File: src/rtl/program_loader_pkg.sv
// Shared definitions for the program loader: memory geometry and FSM state encoding.
package program_loader_pkg;

    localparam int unsigned MEM_DEPTH = 16;
    localparam int unsigned WORD_W    = 8;
    localparam int unsigned ADDR_W    = 4;

    typedef enum logic [2:0] {
        ST_IDLE,
        ST_LOAD,
        ST_CHECK,
        ST_RUN,
        ST_ERROR
    } state_t;

endpackage

File: src/rtl/program_loader_mem.sv
// 16x8 program store: one synchronous write port, one combinational read port, synchronous clear.
module loader_mem
    import program_loader_pkg::*;
(
    input  logic              clock,
    input  logic              clear,
    input  logic              wr_en,
    input  logic [ADDR_W-1:0] wr_addr,
    input  logic [WORD_W-1:0] wr_data,
    input  logic [ADDR_W-1:0] rd_addr,
    output logic [WORD_W-1:0] rd_data
);

    logic [WORD_W-1:0] mem [MEM_DEPTH];

    always_ff @(posedge clock) begin
        if (clear) begin
            mem <= '{default: '0};
        end else if (wr_en) begin
            mem[wr_addr] <= wr_data;
        end
    end

    assign rd_data = mem[rd_addr];

endmodule

File: src/rtl/program_loader.sv
// Loads 16 program bytes from a valid/ready byte stream, optionally verifies a
// modulo-256 checksum, then releases the downstream processor from reset.
module program_loader
    import program_loader_pkg::*;
#(
    parameter int unsigned CHECKSUM_EN    = 1,
    parameter int unsigned TIMEOUT_CYCLES = 255
) (
    input  logic              clock,
    input  logic              reset_p,
    input  logic              load_start,
    input  logic              run_start,
    input  logic              rx_valid,
    input  logic [WORD_W-1:0] rx_data,
    output logic              rx_ready,
    input  logic [ADDR_W-1:0] rom_addr,
    output logic [WORD_W-1:0] rom_data,
    output logic              cpu_reset_p,
    output logic              load_busy,
    output logic              load_done,
    output logic              load_error
);

    // Timeout fires on the idle cycle that would bring the gap count to TIMEOUT_CYCLES.
    localparam logic [7:0] GAP_LAST = 8'(TIMEOUT_CYCLES - 1);

    state_t            state, state_next;
    logic [ADDR_W-1:0] wr_ptr, wr_ptr_next;
    logic [WORD_W-1:0] sum, sum_next;
    logic [7:0]        gap, gap_next;
    logic              done_q, done_next;
    logic              cpu_reset_q;
    logic              accept;
    logic              mem_we;

    assign rx_ready   = (state == ST_LOAD) || (state == ST_CHECK);
    assign load_busy  = rx_ready;
    assign load_error = (state == ST_ERROR);
    assign load_done  = done_q;
    assign cpu_reset_p = cpu_reset_q;
    assign accept     = rx_valid && rx_ready;

    always_ff @(posedge clock) begin
        if (reset_p) begin
            state       <= ST_IDLE;
            wr_ptr      <= '0;
            sum         <= '0;
            gap         <= '0;
            done_q      <= 1'b0;
            cpu_reset_q <= 1'b1;
        end else begin
            state       <= state_next;
            wr_ptr      <= wr_ptr_next;
            sum         <= sum_next;
            gap         <= gap_next;
            done_q      <= done_next;
            cpu_reset_q <= (state != ST_RUN);
        end
    end

    always_comb begin
        state_next  = state;
        wr_ptr_next = wr_ptr;
        sum_next    = sum;
        gap_next    = gap;
        done_next   = 1'b0;
        mem_we      = 1'b0;

        if (load_start) begin
            // Restart wins over everything, including a byte accepted this cycle.
            state_next  = ST_LOAD;
            wr_ptr_next = '0;
            sum_next    = '0;
            gap_next    = '0;
        end else begin
            case (state)
                ST_IDLE: begin
                    if (run_start) begin
                        state_next = ST_RUN;
                    end
                end
                ST_LOAD: begin
                    if (accept) begin
                        mem_we      = 1'b1;
                        wr_ptr_next = wr_ptr + 4'd1;
                        sum_next    = sum + rx_data;
                        gap_next    = '0;
                        if (wr_ptr == 4'hF) begin
                            if (CHECKSUM_EN != 0) begin
                                state_next = ST_CHECK;
                            end else begin
                                state_next = ST_RUN;
                                done_next  = 1'b1;
                            end
                        end
                    end else if (gap == GAP_LAST) begin
                        state_next = ST_ERROR;
                    end else begin
                        gap_next = gap + 8'd1;
                    end
                end
                ST_CHECK: begin
                    if (accept) begin
                        gap_next = '0;
                        if (rx_data == sum) begin
                            state_next = ST_RUN;
                            done_next  = 1'b1;
                        end else begin
                            state_next = ST_ERROR;
                        end
                    end else if (gap == GAP_LAST) begin
                        state_next = ST_ERROR;
                    end else begin
                        gap_next = gap + 8'd1;
                    end
                end
                ST_RUN, ST_ERROR: begin
                    state_next = state;
                end
                default: begin
                    state_next = ST_IDLE;
                end
            endcase
        end
    end

    loader_mem u_mem (
        .clock   (clock),
        .clear   (reset_p),
        .wr_en   (mem_we),
        .wr_addr (wr_ptr),
        .wr_data (rx_data),
        .rd_addr (rom_addr),
        .rd_data (rom_data)
    );

endmodule

File: config.mk
export PLATFORM = sky130hd
export DESIGN_NAME = program_loader
export DESIGN_NICKNAME = d
export VERILOG_FILES = /design/src/rtl/program_loader_pkg.sv /design/src/rtl/program_loader_mem.sv /design/src/rtl/program_loader.sv
export SDC_FILE = /design/constraint.sdc
export NUM_CORES = 1
export LEC_CHECK = 0
export CAP_MARGIN = 40
export CORE_AREA = 2 2 110 112
export DETAILED_ROUTE_END_ITERATION = 16
export DIE_AREA = 0 0 112 114
export DONT_BUFFER_PORTS = 1
export PLACE_DENSITY = 0.81
export SLEW_MARGIN = 5
export SYNTH_ARGS = -nofsm -noshare
export SYNTH_HDL_FRONTEND = slang
export SYNTH_SLANG_ARGS = --single-unit
File: constraint.sdc
create_clock -name clock -period 3.6 [get_ports clock]
set_input_delay 0.36 -clock clock [delete_from_list [all_inputs] [get_ports clock]]
set_output_delay 0.36 -clock clock [all_outputs]
set_load 0.02 [all_outputs]
Yosys cells after proc, flatten, opt, wreduce, memory -nomap -nowiden
Cells that the tools add are included.
{"block": "classes", "addsub": 3, "eq_ne": 14, "n_mux": 20, "n_reduce_logical": 12, "n_lt_le_gt_ge": 3, "bitwise_logic": 5}
{"operator": "bitwise mux 128 bit", "count": 1}
{"operator": "2-to-1 mux 8 bit", "count": 5}
{"operator": "binary-select mux 8 bit (select 4 bit)", "count": 1}
{"operator": "demux 8 bit (select 4 bit)", "count": 1}
{"operator": "2-to-1 mux 3 bit", "count": 6}
{"operator": "case mux 3 bit (4 select lines)", "count": 1}
{"operator": "greater-or-equal comparator 5 bit (second input constant)", "count": 2}
{"operator": "NOT 4 -> 5 bit", "count": 2}
{"operator": "adder 8 x 1 -> 8 bit (second input constant)", "count": 1}
{"operator": "adder 8 bit", "count": 1}
{"operator": "equality test 8 bit", "count": 1}
{"operator": "equality test 8 bit (second input constant)", "count": 1}
{"operator": "equality test 3 x 2 -> 1 bit (second input constant)", "count": 2}
{"operator": "!= test 2 bit (second input constant)", "count": 3}
{"operator": "!= test 3 x 2 -> 1 bit (second input constant)", "count": 2}
{"operator": "AND reduction 3 bit", "count": 2}
{"operator": "OR reduction 2 bit", "count": 3}
{"operator": "less-than comparator 5 x 1 -> 1 bit (second input constant)", "count": 1}
{"operator": "2-to-1 mux 1 bit", "count": 5}
{"operator": "adder 4 x 1 -> 4 bit (second input constant)", "count": 1}
{"operator": "equality test 4 bit (second input constant)", "count": 1}
{"operator": "!= test 4 x 3 -> 1 bit (second input constant)", "count": 1}
{"operator": "AND reduction 2 bit", "count": 2}
{"operator": "OR reduction 4 bit", "count": 1}
{"operator": "other kinds (7)", "count": 10}
{"block": "word_totals", "ff_bits": 153, "elab_cells": 80}

Logic depth before layout (Yosys ltp)
{"block": "depth", "depth_word": 6, "depth_mapped": 9, "mapped_depth_nobuf": 8}

Modules after synthesis
A second synthesis with hierarchy kept.
{"block": "hier_totals", "hier_cells": 885, "area_unflattened_um2": 7707.4}
{"module": "loader_mem", "cells_per_inst": 690, "seq_area_each_um2": 2562.5, "area_per_inst_um2": 6065.8, "n_inst": 1}
{"module": "program_loader", "cells_per_inst": 195, "seq_area_each_um2": 500.5, "area_per_inst_um2": 1641.6, "n_inst": 1}

Worst setup path before layout
No wires, ideal clock.
{"block": "synth_path", "path_kind": "input-to-reg", "from": "input rx_data[1]", "to": "register sum[4]", "required_time_ns": 3.485, "path_slack_ns": 1.386, "cell_stages": 9, "setup_ns": 0.115, "t_arrival_ns": 2.099, "cell_sequence": "clkbuf_1 -> clkbuf_1 -> inv_1 -> fa_1 -> nor2b_1 -> o21ai_0 -> a21boi_0 -> o31ai_1 -> and2_1"}
{"block": "synth_via", "elab_chain_len": 1}
{"element": "from (decl)", "line_no": "program_loader.sv:14", "rtl": "input logic [WORD_W-1:0] rx_data,"}
{"element": "adder 8 bit", "line_no": "program_loader.sv:86", "rtl": "sum_next = sum + rx_data;"}
{"element": "to (signal assigned)", "line_no": "program_loader.sv:54", "rtl": "sum <= sum_next;"}
{"element": "to (decl)", "line_no": "program_loader.sv:29", "rtl": "logic [WORD_W-1:0] sum, sum_next;"}
Every way passes these cells.
A chain may end at the register's enable or synchronous reset.

Worst setup path after layout
{"block": "layout_path", "from": "register state[0]", "to": "register u_mem.mem[69] (netlist name)"}
{"block": "layout_via", "elab_chain_len": 6}
{"element": "from (decl)", "line_no": "program_loader.sv:27", "rtl": "state_t state, state_next;"}
{"element": "from (signal assigned)", "line_no": "program_loader.sv:52", "rtl": "state <= state_next;"}
{"element": "equality test 3 x 1 -> 1 bit / equality test 3 x 2 -> 1 bit (equally long branches)", "line_no": "program_loader.sv:36, program_loader.sv:76"}
{"element": "logical OR 1 bit", "line_no": "program_loader.sv:36", "rtl": "assign rx_ready = (state == ST_LOAD) || (state == ST_CHECK);"}
{"element": "logical AND 1 bit", "line_no": "program_loader.sv:41", "rtl": "assign accept = rx_valid && rx_ready;"}
{"element": "2-to-1 mux 1 bit", "line_no": "program_loader.sv:83", "rtl": "if (accept) begin"}
{"element": "2-to-1 mux 1 bit (*)", "line_no": "program_loader.sv:76", "rtl": "case (state)"}
{"element": "2-to-1 mux 1 bit (*)", "line_no": "program_loader.sv:69", "rtl": "if (load_start) begin"}
{"element": "to (signal, indexed assignment)", "line_no": "program_loader_mem.sv:20", "rtl": "mem[wr_addr] <= wr_data;"}
{"element": "to (decl)", "line_no": "program_loader_mem.sv:14", "rtl": "logic [WORD_W-1:0] mem [MEM_DEPTH];"}
Every way passes the cells marked *; elsewhere a longest branch is shown, timed or not.

==> impl_metrics.tcl <==
set metrics [dict create \
    status "finished clean" \
    maxSlewViolCount 0 \
    arrival_ns 2.83 \
    fin_tns_setup_ns 0 \
    switchingPower_mw 0.768 \
    drc 0 \
    synth-compound-area-share_pct 9.20 \
    start_kind "flop" \
    antenna_found_initial 0 \
    synth_fa_ha_area_share_pct 2.50 \
    synthArstFlopShare_pct 0 \
    drive_gt1_share_pct 7.62 \
    worstHoldStart "reset_p" \
    via_count 5705 \
    drt_iter0_markers 524 \
    ys.warnings.count 0 \
    crit_fanout 17 \
    cpMaxStageDelayCell "nor3b_2" \
    required_ns 3.92 \
    grt_pass1_wl_um 28200 \
    clock-skew-final_ns 0.00641 \
    synth_edf_count 0 \
    pin_count 30 \
    critPathKind "flop to flop" \
    r2r_slack_ns 1.09 \
    dp_cells 860 \
    synthesis.nets 806 \
    p_leak_nw 2.89 \
    setup.worst_path.start "state[0]" \
    period_share_pct 69.8 \
    cp_slowest_stage_delay_ns 0.70 \
    synth_top_flop_cell "dfxtp_1" \
    p_clk_share_pct 48.5 \
    drt_pass1_iterations 6 \
    hp-class "input port to flop" \
    synth_cell_types 50 \
    nFillCells 922 \
    final_core_util_pct 67.0 \
    gp_congestion 0.906 \
    whs_endpoint "state[0]" \
    worstRegToRegCells 6 \
    crit_family "simple AND/OR/NAND/NOR gates" \
    cts_tree "built" \
    grt_max_degree 110 \
    htree_levels 4 \
    synth_top_family_by_area "multiplexers" \
    cts_sinks 153 \
    finalNetCount 767 \
    switching_share_pct 21.4 \
    grt_pass1_vias 5444 \
    cp-end-kind "flop" \
    seq_area_frac_synth_pct 41.9 \
    setup-violations-final 0 \
    wirelength_um 17600 \
    die_h_um 114 \
    area_delta_synth_final_pct 7.40 \
    syn_area_per_cell_sq_um 9.43 \
    yosysTopAreaCell "dfxtp_1" \
    n_antenna_cell 0 \
    drv_cap 0 \
    p_int_mw 2.83 \
    synth_xor_area_share_pct 1.08 \
    synth.area.mux_share_pct 21.2 \
    power.density_nw_per_um2 458 \
    worst-path-buf-inv 1 \
    power_frac_comb_pct 3.9 \
    r2r_end "u_mem.mem[69]" \
    synth_area_sq_um 7310 \
    portBuffers 0 \
    rsz0062_at_grt "false" \
    min_path_cells 1 \
    dieArea_sq_um 12800 \
    ant_nets 0 \
    slew_headroom_pct 45.4 \
    hpwlAfterDp_um 10800 \
    die_w_um 112 \
    ys_seq_elements 153 \
    hold_viol_final 0 \
    tightest_slew_ns 0.815 \
    rows 40 \
    max_freq_ghz 0.398 \
    core_area_sq_um 11700 \
    clockBufferDepth 2 \
    initial_utilization_pct 62.4 \
    synth_area_leaders "dfxtp_1 42%, mux4_1 12%, mux2i_1 7.3%" \
    synth_top_area_share_pct 41.9 \
    final_cells 895 \
    clk_latency_ns 0.43 \
    wl_per_cell_um 19.7 \
    finalCriticalPeriod_ns 2.51 \
    cts-root-buf "clkbuf_16" \
    synthCells 775 \
    clk_pin_slew_ns 0.06 \
    synth_simple_gate_area_share_pct 18.6 \
    grt.total_usage_pct 28.5 \
    seq_power_share_pct 47.7 \
    r2r-start "state[0]" \
    vdd_drop_max_mv 0.517 \
    cts_made_buffers 17 \
    crit_path_cell_trace "nand4bb_1, buf_4, nor3b_2, nand2_1, mux2i_1, nor2_1" \
    viasPerCell 6.37 \
    grt_overflow 0 \
]
per-stage QoR:
stage / hold WS (ns) / setup slack (ns) / power, mW / instance area [sq um]
final: 0.0151 / 1.09 / 3.59 / 7850
after global routing: 0.00582 / 0.947 / 3.70 / 7850
after CTS: 0.000636 / 1.14 / 3.60 / 7850
after detailed placement: 0.436 / 1.17 / 1.88 / 7230
after global placement: 0.432 / 1.19 / 1.87 / 7210
after floorplan: 0.432 / 1.39 / 1.92 / 7310
state kept, by name, indices dropped and copies added (netlist names):
register     cells
gap              8
u_mem.mem      128
state            3
load_done        1
wr_ptr           4
cpu_reset_p      1
sum              8
synth_stat cells (3+ instances only):
cell	number
buf_1	3
nor3b_1	3
a211oi_1	3
o31ai_1	3
ha_1	13
buf_2	8
dfxtp_1	153
a21oi_1	93
nor3_1	8
nor2b_1	8
o211ai_1	3
mux4_1	32
mux4_2	8
or3_1	4
nand3_1	84
o21ai_0	6
xnor2_1	6
inv_1	10
buf_6	3
nor2_1	67
mux2i_1	53
xor2_1	3
nor4_1	4
nand2_1	109
clkbuf_1	49
buf_4	10
logic make-up (layout without fill, tap and decap cells):
family          count (synthesis)  after routing
buf+inv                        84             57
compound gates                121            121
xor+xnor                        9              9
fa+ha+maj                      14             14
simple gates                  301            301
flops                         153            153
mux                            93             93
layer usage:
layer / share of wire (%) / track usage [%]
met5: 0 / 0
met4: 2.3 / 11.0
met3: 7.6 / 7.92
met2: 48 / 46.3
met1: 42 / 36.7
layout make-up:
class	instances	area (sq um)	share of cell area, %
inverter	10	37.5	0.478
timing repair buffer	16	130	1.66
tap	147	184	2.34
clock inverter	8	95.1	1.21
multi-input combinational	538	3860	49.2
clock buffer	23	478	6.09
sequential	153	3060	39.0
timing repair:
action	in CTS	in global routing
resized for setup	0	0
hold buffers	4	0
hold endpoints to repair	13	0
endpoints found under the setup margin	0	0
setup buffers	0	0
cell usage in the layout (no fill, tap or decap), drive strengths merged, types with 2 or more instances in the layout:
master / Yosys / final
dfxtp: 153 / 153
nand2: 109 / 109
a21oi: 93 / 93
nand3: 84 / 84
nor2: 67 / 67
mux2i: 53 / 53
mux4: 40 / 40
clkbuf: 49 / 23
ha: 13 / 13
buf: 25 / 12
inv: 10 / 10
nor3: 8 / 8
nor2b: 8 / 8
o21ai: 6 / 6
xnor2: 6 / 6
nor3b: 5 / 5
or3: 4 / 4
nor4: 4 / 4
clkinv: 0 / 4
dlygate4sd3: 0 / 4
xor2: 3 / 3
o211ai: 3 / 3
o31ai: 3 / 3
a211oi: 3 / 3
o21a: 2 / 2
a31oi: 2 / 2
nand4: 2 / 2
nand2b: 2 / 2
clkinvlp: 0 / 2
bufinv: 0 / 2
o311ai: 2 / 2
worst max-delay path by stage:
stage	depth (start not counted)	slack (ns)	to
4_1_cts	6	1.14	u_mem.mem[70]
3_5_place_dp	6	1.17	u_mem.mem[70]
3_3_place_gp	5	1.19	u_mem.mem[2]
2_1_floorplan	9	1.39	sum[4]
6_report	6	1.09	u_mem.mem[69]
5_1_grt	6	0.95	u_mem.mem[66]
power groups by stage:
stage	registers (mW)	clock network [mW]	logic, mW
final	1.71	1.74	0.139
after global routing	1.71	1.83	0.150
after CTS	1.71	1.76	0.137
after detailed placement	1.75	0	0.127
after global placement	1.75	0	0.122
after floorplan	1.74	0	0.173
(Power assumes the default switching activity.)
